[src/rtl/mips_multicycle_control_if.sv]
// Control-unit bundle between the IR/datapath and mips_multicycle_control.
// master = control unit, slave = datapath side.
interface mips_multicycle_control_if #(
    parameter int ALUOP_W = 3
);
    logic [5:0]         op;
    logic               zero;
    logic               mem_ready;
    logic               stall;
    logic               pc_write;
    logic [1:0]         pc_src;
    logic               ir_write;
    logic               i_or_d;
    logic               mem_read;
    logic               mem_write;
    logic               reg_write;
    logic [1:0]         reg_dst;
    logic [1:0]         mem_to_reg;
    logic               alu_src_a;
    logic [1:0]         alu_src_b;
    logic [ALUOP_W-1:0] alu_op;
    logic               zero_imm;
    logic               lui;
    logic               instr_done;
    logic               mem_error;
    logic               illegal_op;
    logic [3:0]         state;

    modport master (
        input  op, zero, mem_ready, stall,
        output pc_write, pc_src, ir_write, i_or_d, mem_read, mem_write,
               reg_write, reg_dst, mem_to_reg, alu_src_a, alu_src_b, alu_op,
               zero_imm, lui, instr_done, mem_error, illegal_op, state
    );

    modport slave (
        output op, zero, mem_ready, stall,
        input  pc_write, pc_src, ir_write, i_or_d, mem_read, mem_write,
               reg_write, reg_dst, mem_to_reg, alu_src_a, alu_src_b, alu_op,
               zero_imm, lui, instr_done, mem_error, illegal_op, state
    );
endinterface

[src/rtl/mips_multicycle_control.sv]
// Multi-cycle MIPS control FSM with memory wait-states, stall and timeout.
// Define MIPS_CTRL_ILLEGAL_TRAP_EN to trap unknown opcodes instead of NOP-ing them.
//
// state     | meaning
// FETCH     | read instruction at PC, PC+4 on mem_ready
// DECODE    | latch opcode, precompute branch target
// MEM_ADDR  | compute Rs+imm for LW/SW
// MEM_READ  | data read, wait for mem_ready
// MEM_WB    | write MDR to Rt
// MEM_WRITE | data write, wait for mem_ready
// EXEC_R    | R-type ALU op
// EXEC_I    | immediate ALU op
// ALU_WB    | write ALUOut to Rd/Rt
// BRANCH    | compare, conditional PC load
// JUMP      | PC <= jump address
// JAL       | PC <= jump address, ra <= PC
// TRAP      | illegal opcode, held until reset
// ERR       | memory timeout, held until reset
module mips_multicycle_control #(
    parameter int ALUOP_W     = 3,
    parameter int MEM_TIMEOUT = 15
) (
    input  logic clk,
    input  logic reset,
    mips_multicycle_control_if.master bus
);
    localparam int CNT_W = (MEM_TIMEOUT > 0) ? $clog2(MEM_TIMEOUT + 1) : 1;

    localparam logic [5:0] OP_RTYPE = 6'h00, OP_J   = 6'h02, OP_JAL = 6'h03,
                           OP_BEQ   = 6'h04, OP_BNE = 6'h05, OP_ADDI = 6'h08,
                           OP_ANDI  = 6'h0c, OP_ORI = 6'h0d, OP_LUI = 6'h0f,
                           OP_LW    = 6'h23, OP_SW  = 6'h2b;

    localparam logic [ALUOP_W-1:0] ALU_AND = ALUOP_W'(0), ALU_OR  = ALUOP_W'(1),
                                   ALU_ADD = ALUOP_W'(3), ALU_SUB = ALUOP_W'(4),
                                   ALU_LUI = ALUOP_W'(5), ALU_JAL = ALUOP_W'(6),
                                   ALU_FUNCT = ALUOP_W'(7);

    typedef enum logic [3:0] {
        FETCH = 4'd0, DECODE = 4'd1, MEM_ADDR = 4'd2, MEM_READ = 4'd3,
        MEM_WB = 4'd4, MEM_WRITE = 4'd5, EXEC_R = 4'd6, EXEC_I = 4'd7,
        ALU_WB = 4'd8, BRANCH = 4'd9, JUMP = 4'd10, JAL = 4'd11,
        TRAP = 4'd12, ERR = 4'd13
    } stateT;

`ifdef MIPS_CTRL_ILLEGAL_TRAP_EN
    localparam stateT ILLEGAL_NEXT = TRAP;
`else
    localparam stateT ILLEGAL_NEXT = FETCH;
`endif

    stateT              stateQ, nextState;
    logic [5:0]         opQ;
    logic [CNT_W-1:0]   cntQ;
    logic               doneQ;
    logic               waitState, timeoutHit;
    logic               pcWrite, irWrite, iOrD, memRead, memWrite, regWrite;
    logic               aluSrcA, zeroImm, luiSel;
    logic [1:0]         pcSrc, regDst, memToReg, aluSrcB;
    logic [ALUOP_W-1:0] aluOp;

    assign waitState = ((stateQ == FETCH) || (stateQ == MEM_READ) || (stateQ == MEM_WRITE))
                       && !bus.mem_ready;

    generate
        if (MEM_TIMEOUT > 0) begin : gTimeout
            assign timeoutHit = waitState && (cntQ == CNT_W'(MEM_TIMEOUT - 1));
        end else begin : gNoTimeout
            assign timeoutHit = 1'b0;
        end
    endgenerate

    always_ff @(posedge clk) begin
        if (reset) begin
            stateQ <= FETCH;
            opQ    <= '0;
            cntQ   <= '0;
            doneQ  <= 1'b0;
        end else if (!bus.stall) begin
            stateQ <= nextState;
            // Retire pulse shows in the first cycle of the following FETCH.
            doneQ  <= (stateQ != FETCH) && (nextState == FETCH);
            if (stateQ == DECODE) opQ <= bus.op;
            if ((MEM_TIMEOUT == 0) || (nextState != stateQ) || !waitState) cntQ <= '0;
            else                                                          cntQ <= cntQ + CNT_W'(1);
        end
    end

    always_comb begin
        nextState = stateQ;
        pcWrite   = 1'b0;  pcSrc    = 2'b00; irWrite  = 1'b0; iOrD    = 1'b0;
        memRead   = 1'b0;  memWrite = 1'b0;  regWrite = 1'b0; regDst  = 2'b00;
        memToReg  = 2'b00; aluSrcA  = 1'b0;  aluSrcB  = 2'b00; aluOp  = ALU_AND;
        zeroImm   = 1'b0;  luiSel   = 1'b0;
        case (stateQ)
            FETCH: begin
                memRead = 1'b1; aluSrcB = 2'b01; aluOp = ALU_ADD;
                if (bus.mem_ready) begin
                    irWrite = 1'b1; pcWrite = 1'b1; nextState = DECODE;
                end else if (timeoutHit) begin
                    nextState = ERR;
                end
            end
            DECODE: begin
                aluSrcB = 2'b11; aluOp = ALU_ADD;
                case (bus.op)
                    OP_RTYPE:                         nextState = EXEC_R;
                    OP_ADDI, OP_ORI, OP_ANDI, OP_LUI: nextState = EXEC_I;
                    OP_LW, OP_SW:                     nextState = MEM_ADDR;
                    OP_BEQ, OP_BNE:                   nextState = BRANCH;
                    OP_J:                             nextState = JUMP;
                    OP_JAL:                           nextState = JAL;
                    default:                          nextState = ILLEGAL_NEXT;
                endcase
            end
            MEM_ADDR: begin
                aluSrcA = 1'b1; aluSrcB = 2'b10; aluOp = ALU_ADD;
                nextState = (opQ == OP_LW) ? MEM_READ : MEM_WRITE;
            end
            MEM_READ: begin
                iOrD = 1'b1; memRead = 1'b1;
                if (bus.mem_ready)   nextState = MEM_WB;
                else if (timeoutHit) nextState = ERR;
            end
            MEM_WB: begin
                regWrite = 1'b1; memToReg = 2'b01; nextState = FETCH;
            end
            MEM_WRITE: begin
                iOrD = 1'b1; memWrite = 1'b1;
                if (bus.mem_ready)   nextState = FETCH;
                else if (timeoutHit) nextState = ERR;
            end
            EXEC_R: begin
                aluSrcA = 1'b1; aluOp = ALU_FUNCT; nextState = ALU_WB;
            end
            EXEC_I: begin
                aluSrcA = 1'b1; aluSrcB = 2'b10; nextState = ALU_WB;
                case (opQ)
                    OP_ORI:  begin aluOp = ALU_OR;  zeroImm = 1'b1; end
                    OP_ANDI: begin aluOp = ALU_AND; zeroImm = 1'b1; end
                    OP_LUI:  begin aluOp = ALU_LUI; luiSel  = 1'b1; end
                    default: aluOp = ALU_ADD;
                endcase
            end
            ALU_WB: begin
                regWrite = 1'b1; regDst = (opQ == OP_RTYPE) ? 2'b01 : 2'b00; nextState = FETCH;
            end
            BRANCH: begin
                aluSrcA = 1'b1; aluOp = ALU_SUB; pcSrc = 2'b01;
                pcWrite = ((opQ == OP_BEQ) && bus.zero) || ((opQ == OP_BNE) && !bus.zero);
                nextState = FETCH;
            end
            JUMP: begin
                pcSrc = 2'b10; pcWrite = 1'b1; nextState = FETCH;
            end
            JAL: begin
                pcSrc = 2'b10; pcWrite = 1'b1; regWrite = 1'b1; regDst = 2'b10;
                memToReg = 2'b10; aluOp = ALU_JAL; nextState = FETCH;
            end
            TRAP, ERR: nextState = stateQ;
            default:   nextState = FETCH;
        endcase
    end

    // Write-type strobes die under stall; everything dies under reset.
    assign bus.pc_write   = !reset && !bus.stall && pcWrite;
    assign bus.ir_write   = !reset && !bus.stall && irWrite;
    assign bus.reg_write  = !reset && !bus.stall && regWrite;
    assign bus.mem_write  = !reset && !bus.stall && memWrite;
    assign bus.instr_done = !reset && !bus.stall && doneQ;
    assign bus.mem_read   = !reset && memRead;
    assign bus.i_or_d     = !reset && iOrD;
    assign bus.alu_src_a  = !reset && aluSrcA;
    assign bus.zero_imm   = !reset && zeroImm;
    assign bus.lui        = !reset && luiSel;
    assign bus.pc_src     = reset ? 2'b00 : pcSrc;
    assign bus.reg_dst    = reset ? 2'b00 : regDst;
    assign bus.mem_to_reg = reset ? 2'b00 : memToReg;
    assign bus.alu_src_b  = reset ? 2'b00 : aluSrcB;
    assign bus.alu_op     = reset ? '0 : aluOp;
    assign bus.state      = reset ? 4'd0 : stateQ;
    assign bus.mem_error  = !reset && (stateQ == ERR);
`ifdef MIPS_CTRL_ILLEGAL_TRAP_EN
    assign bus.illegal_op = !reset && (stateQ == TRAP);
`else
    assign bus.illegal_op = 1'b0;
`endif
endmodule
[src/flat_wrapper.sv]
// flat-port wrapper written by rule: the top's interface ports become plain ports
module mips_multicycle_control_flat 
#(
    parameter int ALUOP_W     = 3,
    parameter int MEM_TIMEOUT = 15
)
  (clk, reset, bus_op, bus_zero, bus_mem_ready, bus_stall, bus_pc_write, bus_pc_src, bus_ir_write, bus_i_or_d, bus_mem_read, bus_mem_write, bus_reg_write, bus_reg_dst, bus_mem_to_reg, bus_alu_src_a, bus_alu_src_b, bus_alu_op, bus_zero_imm, bus_lui, bus_instr_done, bus_mem_error, bus_illegal_op, bus_state);
  mips_multicycle_control_if #(.ALUOP_W(ALUOP_W)) bus_i ();
  input  logic clk;
  input  logic reset;
  input wire logic [$bits(bus_i.op)-1:0] bus_op;
  input wire logic [$bits(bus_i.zero)-1:0] bus_zero;
  input wire logic [$bits(bus_i.mem_ready)-1:0] bus_mem_ready;
  input wire logic [$bits(bus_i.stall)-1:0] bus_stall;
  output wire logic [$bits(bus_i.pc_write)-1:0] bus_pc_write;
  output wire logic [$bits(bus_i.pc_src)-1:0] bus_pc_src;
  output wire logic [$bits(bus_i.ir_write)-1:0] bus_ir_write;
  output wire logic [$bits(bus_i.i_or_d)-1:0] bus_i_or_d;
  output wire logic [$bits(bus_i.mem_read)-1:0] bus_mem_read;
  output wire logic [$bits(bus_i.mem_write)-1:0] bus_mem_write;
  output wire logic [$bits(bus_i.reg_write)-1:0] bus_reg_write;
  output wire logic [$bits(bus_i.reg_dst)-1:0] bus_reg_dst;
  output wire logic [$bits(bus_i.mem_to_reg)-1:0] bus_mem_to_reg;
  output wire logic [$bits(bus_i.alu_src_a)-1:0] bus_alu_src_a;
  output wire logic [$bits(bus_i.alu_src_b)-1:0] bus_alu_src_b;
  output wire logic [$bits(bus_i.alu_op)-1:0] bus_alu_op;
  output wire logic [$bits(bus_i.zero_imm)-1:0] bus_zero_imm;
  output wire logic [$bits(bus_i.lui)-1:0] bus_lui;
  output wire logic [$bits(bus_i.instr_done)-1:0] bus_instr_done;
  output wire logic [$bits(bus_i.mem_error)-1:0] bus_mem_error;
  output wire logic [$bits(bus_i.illegal_op)-1:0] bus_illegal_op;
  output wire logic [$bits(bus_i.state)-1:0] bus_state;
  assign bus_i.op = bus_op;
  assign bus_i.zero = bus_zero;
  assign bus_i.mem_ready = bus_mem_ready;
  assign bus_i.stall = bus_stall;
  assign bus_pc_write = bus_i.pc_write;
  assign bus_pc_src = bus_i.pc_src;
  assign bus_ir_write = bus_i.ir_write;
  assign bus_i_or_d = bus_i.i_or_d;
  assign bus_mem_read = bus_i.mem_read;
  assign bus_mem_write = bus_i.mem_write;
  assign bus_reg_write = bus_i.reg_write;
  assign bus_reg_dst = bus_i.reg_dst;
  assign bus_mem_to_reg = bus_i.mem_to_reg;
  assign bus_alu_src_a = bus_i.alu_src_a;
  assign bus_alu_src_b = bus_i.alu_src_b;
  assign bus_alu_op = bus_i.alu_op;
  assign bus_zero_imm = bus_i.zero_imm;
  assign bus_lui = bus_i.lui;
  assign bus_instr_done = bus_i.instr_done;
  assign bus_mem_error = bus_i.mem_error;
  assign bus_illegal_op = bus_i.illegal_op;
  assign bus_state = bus_i.state;
  mips_multicycle_control #(.ALUOP_W(ALUOP_W), .MEM_TIMEOUT(MEM_TIMEOUT)) u_core (.clk(clk), .reset(reset), .bus(bus_i));
endmodule
[config.mk]
export PLATFORM = sky130hd
export DESIGN_NAME = mips_multicycle_control_flat
export DESIGN_NICKNAME = d
export VERILOG_FILES = /design/src/rtl/mips_multicycle_control_if.sv /design/src/rtl/mips_multicycle_control.sv /design/src/flat_wrapper.sv
export SDC_FILE = /design/constraint.sdc
export NUM_CORES = 1
export LEC_CHECK = 0
export BUFFER_PORTS_ARGS = -buffer_cell sky130_fd_sc_hd__buf_4
export CORE_UTILIZATION = 47
export DETAILED_ROUTE_END_ITERATION = 10
export GPL_TIMING_DRIVEN = 0
export PLACE_DENSITY = 0.76
export SLEW_MARGIN = 20
export SYNTH_ARGS = -nofsm -noshare
export SYNTH_HDL_FRONTEND = slang
export SYNTH_SLANG_ARGS = --single-unit
[constraint.sdc]
create_clock -name clk -period 1.56 [get_ports clk]
set_input_delay 0.312 -clock clk [delete_from_list [all_inputs] [get_ports clk]]
set_output_delay 0.312 -clock clk [all_outputs]
set_load 0.01 [all_outputs]
==> results of run 1 <==
## logic make-up after synthesis
| family | count (synthesis) |
|---|---|
| mux | 7 |
| fa+ha+maj | 2 |
| flops | 15 |
| xor+xnor | 6 |
| other cells | 1 |
| compound gates | 36 |
| simple gates | 88 |
| buf+inv | 19 |
## what timing repair did
| action | CTS |
|---|---|
| gates resized for setup | 85 |
| gates cloned | 1 |
| hold buffers | 0 |
| endpoints found under the setup margin | 39 |
| setup buffers | 38 |
| pin swaps | 25 |
| endpoints found under the hold margin | 0 |
## per-stage QoR
step / setup TNS [ns] / std cells / hold slack (ns) / cell area (um2)
floorplan: -0.195 / 174 / 0.442 / 1380
detailed placement: -3.45 / 238 / 0.471 / 1670
global placement: -2.85 / 238 / 0.466 / 1670
CTS: -6.02 / 280 / 0.297 / 2330
==> flow_metrics.tcl, run 1 <==
set metrics [dict create \
    die_w_um 55.3 \
    synth_cells 174 \
    synth.net_count 187 \
    synth_top_family_by_area "simple AND/OR/NAND/NOR gates" \
    place_congestion 0.901 \
    hpwlAfterDp_um 2760 \
    root_buffer "clkbuf_4" \
    yosysUniqueCellTypes 53 \
    post-synth-top-area-cell "dfxtp_1" \
    yosys_register_bits 15 \
    yosys.area_share.adder_pct 1.87 \
    synth_warnings 0 \
    async_flop_share_pct 0 \
    synthMostInstantiatedCell "nor2_1" \
    dpl_worst_slack_ns -0.351 \
    syn_avg_cell_area_um2 7.69 \
    crit_endpoint "bus_alu_op[0]" \
    status "stopped before the end" \
    rows 18 \
    endpoint_type "primary output" \
    numPortBuffers 34 \
    synth_seq_area_share_pct 22.5 \
    synth_edf_count 0 \
    h-tree-depth 1 \
    error "[ERROR DPL-0038] Utilization greater than 100%, impossible to legalize" \
    synth_compound_area_share_pct 19.2 \
    synth.area.mux_share_pct 5.24 \
    synth.area.top_cells "dfxtp_1 (22%), nor2_1 (7.3%), clkbuf_8 (7.2%), mux2i_1 (5.2%), a21oi_1 (3.7%)" \
    start_util_pct 51.6 \
    cts_buffers 3 \
    netlist_area_um2 1340 \
    grt_max_degree 11 \
    cts_buffer_depth 2 \
    ioPinCount 38 \
    synth-xor-area-share_pct 3.93 \
    cts.sinks 15 \
    ys.flop_type "dfxtp_1" \
    yosys.area_share.simple_pct 35.7 \
    die_h_um 55.3 \
    stop_stage "5_1_grt" \
    yosysTopAreaCellShare_pct 22.5 \
    synthTopCellsByCount "nor2_1 (26), dfxtp_1 (15), nand2_1 (11)" \
]
==> run 2: changes to the inputs <==
CORE_AREA = 2 2 63 65   (was unset)
CORE_UTILIZATION = unset   (was 47)
DIE_AREA = 0 0 65 67   (was unset)
PLACE_DENSITY = unset   (was 0.76)
PLACE_DENSITY_LB_ADDON = 0.15   (was unset)
clock period = 2 ns   (was 1.56 ns; I/O delays follow)
==> flow_metrics.tcl, run 2 <==
set metrics [dict create \
    fillers 348 \
    synth_seq_area_share_pct 22.5 \
    final_common_cell "buf_4" \
    syn_avg_cell_area_um2 7.69 \
    fin_crit_sh_pct 101 \
    rrSetupSlack_ns 0.14 \
    final_area_um2 1880 \
    grt_setup_unrepaired "true" \
    cp_cell_sequence "or4_4 > a31oi_1 > or3_1 > a21oi_1 > buf_4" \
    async_flop_share_pct 0 \
    synth.area.top_cells "dfxtp_1 (22%), nor2_1 (7.3%), clkbuf_8 (7.2%), mux2i_1 (5.2%), a21oi_1 (3.7%)" \
    grt_max_degree 11 \
    num-nets-final 236 \
    cp_slowest_cell "or4_4" \
    drv_slew 0 \
    die_h_um 67 \
    yosysTopAreaCellShare_pct 22.5 \
    routedWlPerCell_um 14.6 \
    syn_to_final_growth_pct 40.9 \
    drt-pass1-iter-count 5 \
    synth_cells 174 \
    top_register "u_core.opQ" \
    h-tree-depth 1 \
    worstSetupPathType "reg2out" \
    synth_warnings 0 \
    max_stage_delay_ns 0.55 \
    antenna_found_initial 0 \
    drt-met1-wl_um 1730 \
    worstPathRequired_ns 1.60 \
    hold_end "u_core.opQ[4]" \
    cp-end-kind "output port" \
    ys.flop_type "dfxtp_1" \
    timing.final.ws_setup_ns -0.0295 \
    worst_skew_pair.late_latency_ns 0.24 \
    core_area_um2 3610 \
    ir_drop_mv 0.257 \
    cp_data_arrival_time_ns 1.63 \
    grt_pass1_wl_um 6430 \
    drc 0 \
    cts.sinks 15 \
    post-synth-top-area-cell "dfxtp_1" \
    hold_viol 0 \
    cts_buffer_depth 2 \
    overflow 0 \
    synthTopCellsByCount "nor2_1 (26), dfxtp_1 (15), nand2_1 (11)" \
    yosys_register_bits 15 \
    hp-class "in2reg" \
    p_leak_nw 0.791 \
    fp.dieArea_um2 4360 \
    synth_edf_count 0 \
    reg2reg_to "u_core.doneQ" \
    drtAntennaViolNets 0 \
    final_util_pct 52.3 \
    cts_tree "yes" \
    powerDensity_nw_per_um2 484 \
    fmax_mhz 493 \
    tightest_slew_ns 0.855 \
    numPortBuffers 34 \
    reg.largest.list "u_core.opQ x6, u_core.cntQ x4, u_core.stateQ x4" \
    clk_pin_slew_worst_paths_ns 0.06 \
    start_util_pct 37.1 \
    highest_layer "met4" \
    power_w 0.000912 \
    root_buffer "clkbuf_8" \
    cts_buffers 3 \
    hold_slack_ns 0.426 \
    maxCapViolCount 0 \
    netlist_area_um2 1340 \
    cp-start-kind "flip-flop" \
    finalSetupViolations 2 \
    layout-drive-gt1-share_pct 41.0 \
    violations "setup timing" \
    status "finished with violations" \
    hp-start "bus_op[4]" \
    place_congestion 0.822 \
    drtIter0Drc 92 \
    critical_path_peak_fanout 4 \
    worst_r2r_path_depth 7 \
    largest_register_ffs 6 \
    die_w_um 65 \
    rows 22 \
    dpl_worst_slack_ns -0.0820 \
    vias 1484 \
    met3_wirelength_um 222 \
    antenna-diode-count 0 \
    relSlewSlack_pct 42.6 \
    placed_area_um2 1650 \
    hpwlAfterDp_um 2940 \
    wirelength_um 3950 \
    skew_ns 0.00353 \
    fin_crit_ns 2.03 \
    met2WireLength_um 1930 \
    ioPinCount 38 \
    final_cell_mix "buf_4 (48), nor2_1 (25), nand2_1 (10), a21oi_1 (9)" \
    yosysUniqueCellTypes 53 \
    synth.net_count 187 \
    grt_pass1_vias 1417 \
    rr_startpoint "u_core.stateQ[0]" \
    synthMostInstantiatedCell "nor2_1" \
    grtUsageTotal_pct 18.9 \
    vias_per_cell 5.50 \
    min_path_cells 3 \
]
## run 2: cell counts after synthesis
No cell type changed its count.
## run 2: per-stage QoR
step | cells | TNS (ns)
final | 270 | -0.0321
after detailed placement | 256 | -0.0820
after CTS | 268 | -0.0642
after global routing | 270 | -0.208
after floorplan | 174 | 0
after global placement | 256 | -0.0516
## run 2: cell families after synthesis
kind of cell | Yosys count | share of synthesized area, %
DFF | 15 | 22.5
muxes | 7 | 5.24
and+or+nand+nor | 88 | 35.7
other | 1 | 0.280
buffers and inverters | 19 | 11.3
xor gates and xnor gates | 6 | 3.93
adders and majority gates | 2 | 1.87
AOI/OAI and AO/OA | 36 | 19.2
## run 2: power breakdown
part           internal [W]  leakage [nW]  switching [W]
combinational      0.000166         0.636       0.000170
clock              0.000138        0.0255       0.000102
sequential         0.000312         0.129      0.0000247
total              0.000615         0.791       0.000297
## run 2: worst max-delay path by stage
stage | start | end | slack (ns) | depth (start not counted)
2_1_floorplan | u_core.stateQ[2] | bus_pc_write | 0.21 | 6
3_3_place_gp | u_core.stateQ[3] | bus_pc_write | -0.05 | 7
3_5_place_dp | u_core.stateQ[2] | bus_pc_write | -0.08 | 7
4_1_cts | u_core.opQ[5] | bus_alu_op[1] | -0.04 | 5
5_1_grt | u_core.opQ[5] | bus_alu_op[1] | -0.1 | 5
6_report | u_core.opQ[5] | bus_alu_op[1] | -0.03 | 5
## run 2: worst max-delay path: cells and delay by family (launching register included)
family | cells | cell delay [ns]
DFF | 1 | 0.34
AOI/OAI and AO/OA | 2 | 0.21
and+or+nand+nor | 2 | 0.68
buffers and inverters | 1 | 0.16
## run 2: layout make-up
| cell class | instances | area, um2 | area share (%) |
|---|---|---|---|
| Clock buffer | 3 | 41.3 | 2.19 |
| Timing Repair Buffer | 47 | 370 | 19.7 |
| Sequential cell | 15 | 330 | 17.5 |
| Tap cell | 48 | 60.1 | 3.19 |
| Multi-Input combinational cell | 140 | 955 | 50.7 |
| Inverter | 5 | 18.8 | 0.996 |
| Buffer | 11 | 104 | 5.51 |
| Clock inverter | 1 | 5.00 | 0.266 |
## run 2: layer usage
layer | vias up | track usage [%]
li1 | 715 | -
met1 | 706 | 22.9
met2 | 53 | 33.5
met3 | 10 | 2.20
met4 | 0 | 7.98
met5 | - | 0
## run 2: repair_timing
item                                    4_1_cts  5_1_grt
resized for setup                            25       13
pin swaps                                     4        6
setup buffers                                 8        4
endpoints found under the setup margin        8        5
hold endpoints to repair                      0        0
hold buffers                                  0        0
cloned                                        0        1
Power figures use the tool's default switching activity.
==> run 3: changes to the inputs <==
BUFFER_PORTS_ARGS = unset   (was -buffer_cell sky130_fd_sc_hd__buf_4)
DONT_BUFFER_PORTS = 1   (was unset)
==> flow_metrics.tcl, run 3 (same netlist as run 2, synthesis figures left out) <==
set metrics [dict create \
    final_common_cell "nor2_1" \
    hp-class "in2reg" \
    regArea_um2 314 \
    fmax_mhz 508 \
    fin_cells 229 \
    worstSetupPathType "reg2out" \
    cp-start-kind "flip-flop" \
    grt_pass1_wl_um 6150 \
    vias 1338 \
    start_util_pct 37.1 \
    fin_crit_sh_pct 98.5 \
    status "completed" \
    cp_data_arrival_time_ns 1.57 \
    hpwlAfterDp_um 2820 \
    worst_skew_pair.late_latency_ns 0.25 \
    h-tree-depth 1 \
    maxCapViolCount 0 \
    routedWlPerCell_um 16.7 \
    layout-drive-gt1-share_pct 27.1 \
    worstPathRequired_ns 1.60 \
    min_path_cells 2 \
    final_util_pct 43.3 \
    antenna_found_initial 0 \
    ioPinCount 38 \
    place_congestion 0.914 \
    rows 22 \
    top_register "u_core.opQ" \
    antenna-diode-count 0 \
    die_h_um 67 \
    vias_per_cell 5.84 \
    die_w_um 65 \
    fillers 370 \
    drt-pass1-iter-count 4 \
    grtUsageTotal_pct 18.2 \
    multi_input_area_um2 961 \
    drtAntennaViolNets 0 \
    core_area_um2 3610 \
    hold_viol 0 \
    reg.largest.list "u_core.opQ x6, u_core.cntQ x4, u_core.stateQ x4" \
    relSlewSlack_pct 41.0 \
    clk_pin_slew_worst_paths_ns 0.06 \
    critical_path_peak_fanout 6 \
    num-nets-final 195 \
    largest_register_ffs 6 \
    grt_max_degree 11 \
    cp-end-kind "output port" \
    drtIter0Drc 129 \
    power_w 0.000851 \
    fp.dieArea_um2 4360 \
    drc 0 \
    grt_pass1_vias 1226 \
    cts_tree "yes" \
    syn_to_final_growth_pct 16.8 \
    grt_setup_unrepaired "true" \
    dpl_worst_slack_ns -0.0388 \
    final_cell_mix "nor2_1 (24), clkbuf_8 (9), nand2_1 (9)" \
    worst_r2r_path_depth 6 \
    fin_crit_ns 1.97 \
    p_leak_nw 0.572 \
    place_inst 222 \
    powerDensity_nw_per_um2 545 \
    root_buffer "clkbuf_8" \
    drv_slew 0 \
    cts_buffers 3 \
    cts.sinks 15 \
    timing.final.ws_setup_ns 0.0301 \
    finalSetupViolations 0 \
    overflow 0 \
    final_area_um2 1560 \
    skew_ns 0.00413 \
    tightest_slew_ns 0.877 \
    numPortBuffers 0 \
    cts_buffer_depth 2 \
    ir_drop_mv 0.309 \
    placed_area_um2 1400 \
    wirelength_um 3830 \
]
## run 3: final timing paths
check | start | endpoint | slack (ns)
setup reg to reg | u_core.stateQ[0] | u_core.doneQ | 0.20
hold reg to reg | u_core.doneQ | u_core.doneQ | 0.50
setup / recovery | u_core.opQ[3] | bus_alu_op[1] | 0.03
hold / removal | bus_op[4] | u_core.opQ[4] | 0.31
## run 3: final cells by class
type | instances | area share (%)
timing repair buffer | 3 | 1.44
inverter | 5 | 1.20
clock buffer | 4 | 2.88
buffer | 14 | 9.05
tap | 48 | 3.84
multi-input combinational | 140 | 61.5
sequential | 15 | 20.1
## run 3: power by group
part	switching, W	total, W	internal, W
combinational	0.000158	0.000272	0.000114
sequential	0.0000183	0.000333	0.000314
clock	0.000106	0.000246	0.000141
## run 3: through the flow
step | hold WS [ns] | setup TNS [ns]
5_1_grt | 0.307 | -0.0685
4_1_cts | 0.301 | -0.0169
2_1_floorplan | 0.442 | 0
6_report | 0.307 | 0
3_3_place_gp | 0.480 | -0.0348
3_5_place_dp | 0.497 | -0.0388
## run 3: metal layers
| layer | wire length (um) | global-route usage [%] | part of all wire, % |
|---|---|---|---|
| met2 | 1800 | 29.4 | 47 |
| met1 | 1680 | 22.5 | 44 |
| met5 | 0 | 0 | 0 |
| met3 | 292 | 4.22 | 7.6 |
| met4 | 57 | 9.57 | 1.5 |
## run 3: timing repair
| action | in CTS | in global routing |
|---|---|---|
| hold buffers | 0 | 0 |
| resized for setup | 14 | 17 |
| buffers inserted | 0 | 3 |
| setup endpoints to repair | 6 | 10 |
| pin swaps | 0 | 3 |
| cloned | 0 | 0 |
## run 3: worst max-delay path, stage by stage (launching register included)
cell and delay [ns]:
dfxtp_4 0.39, nand2_2 0.05, or4_4 0.50, a31oi_1 0.18
or3_1 0.14, a21oi_2 0.07
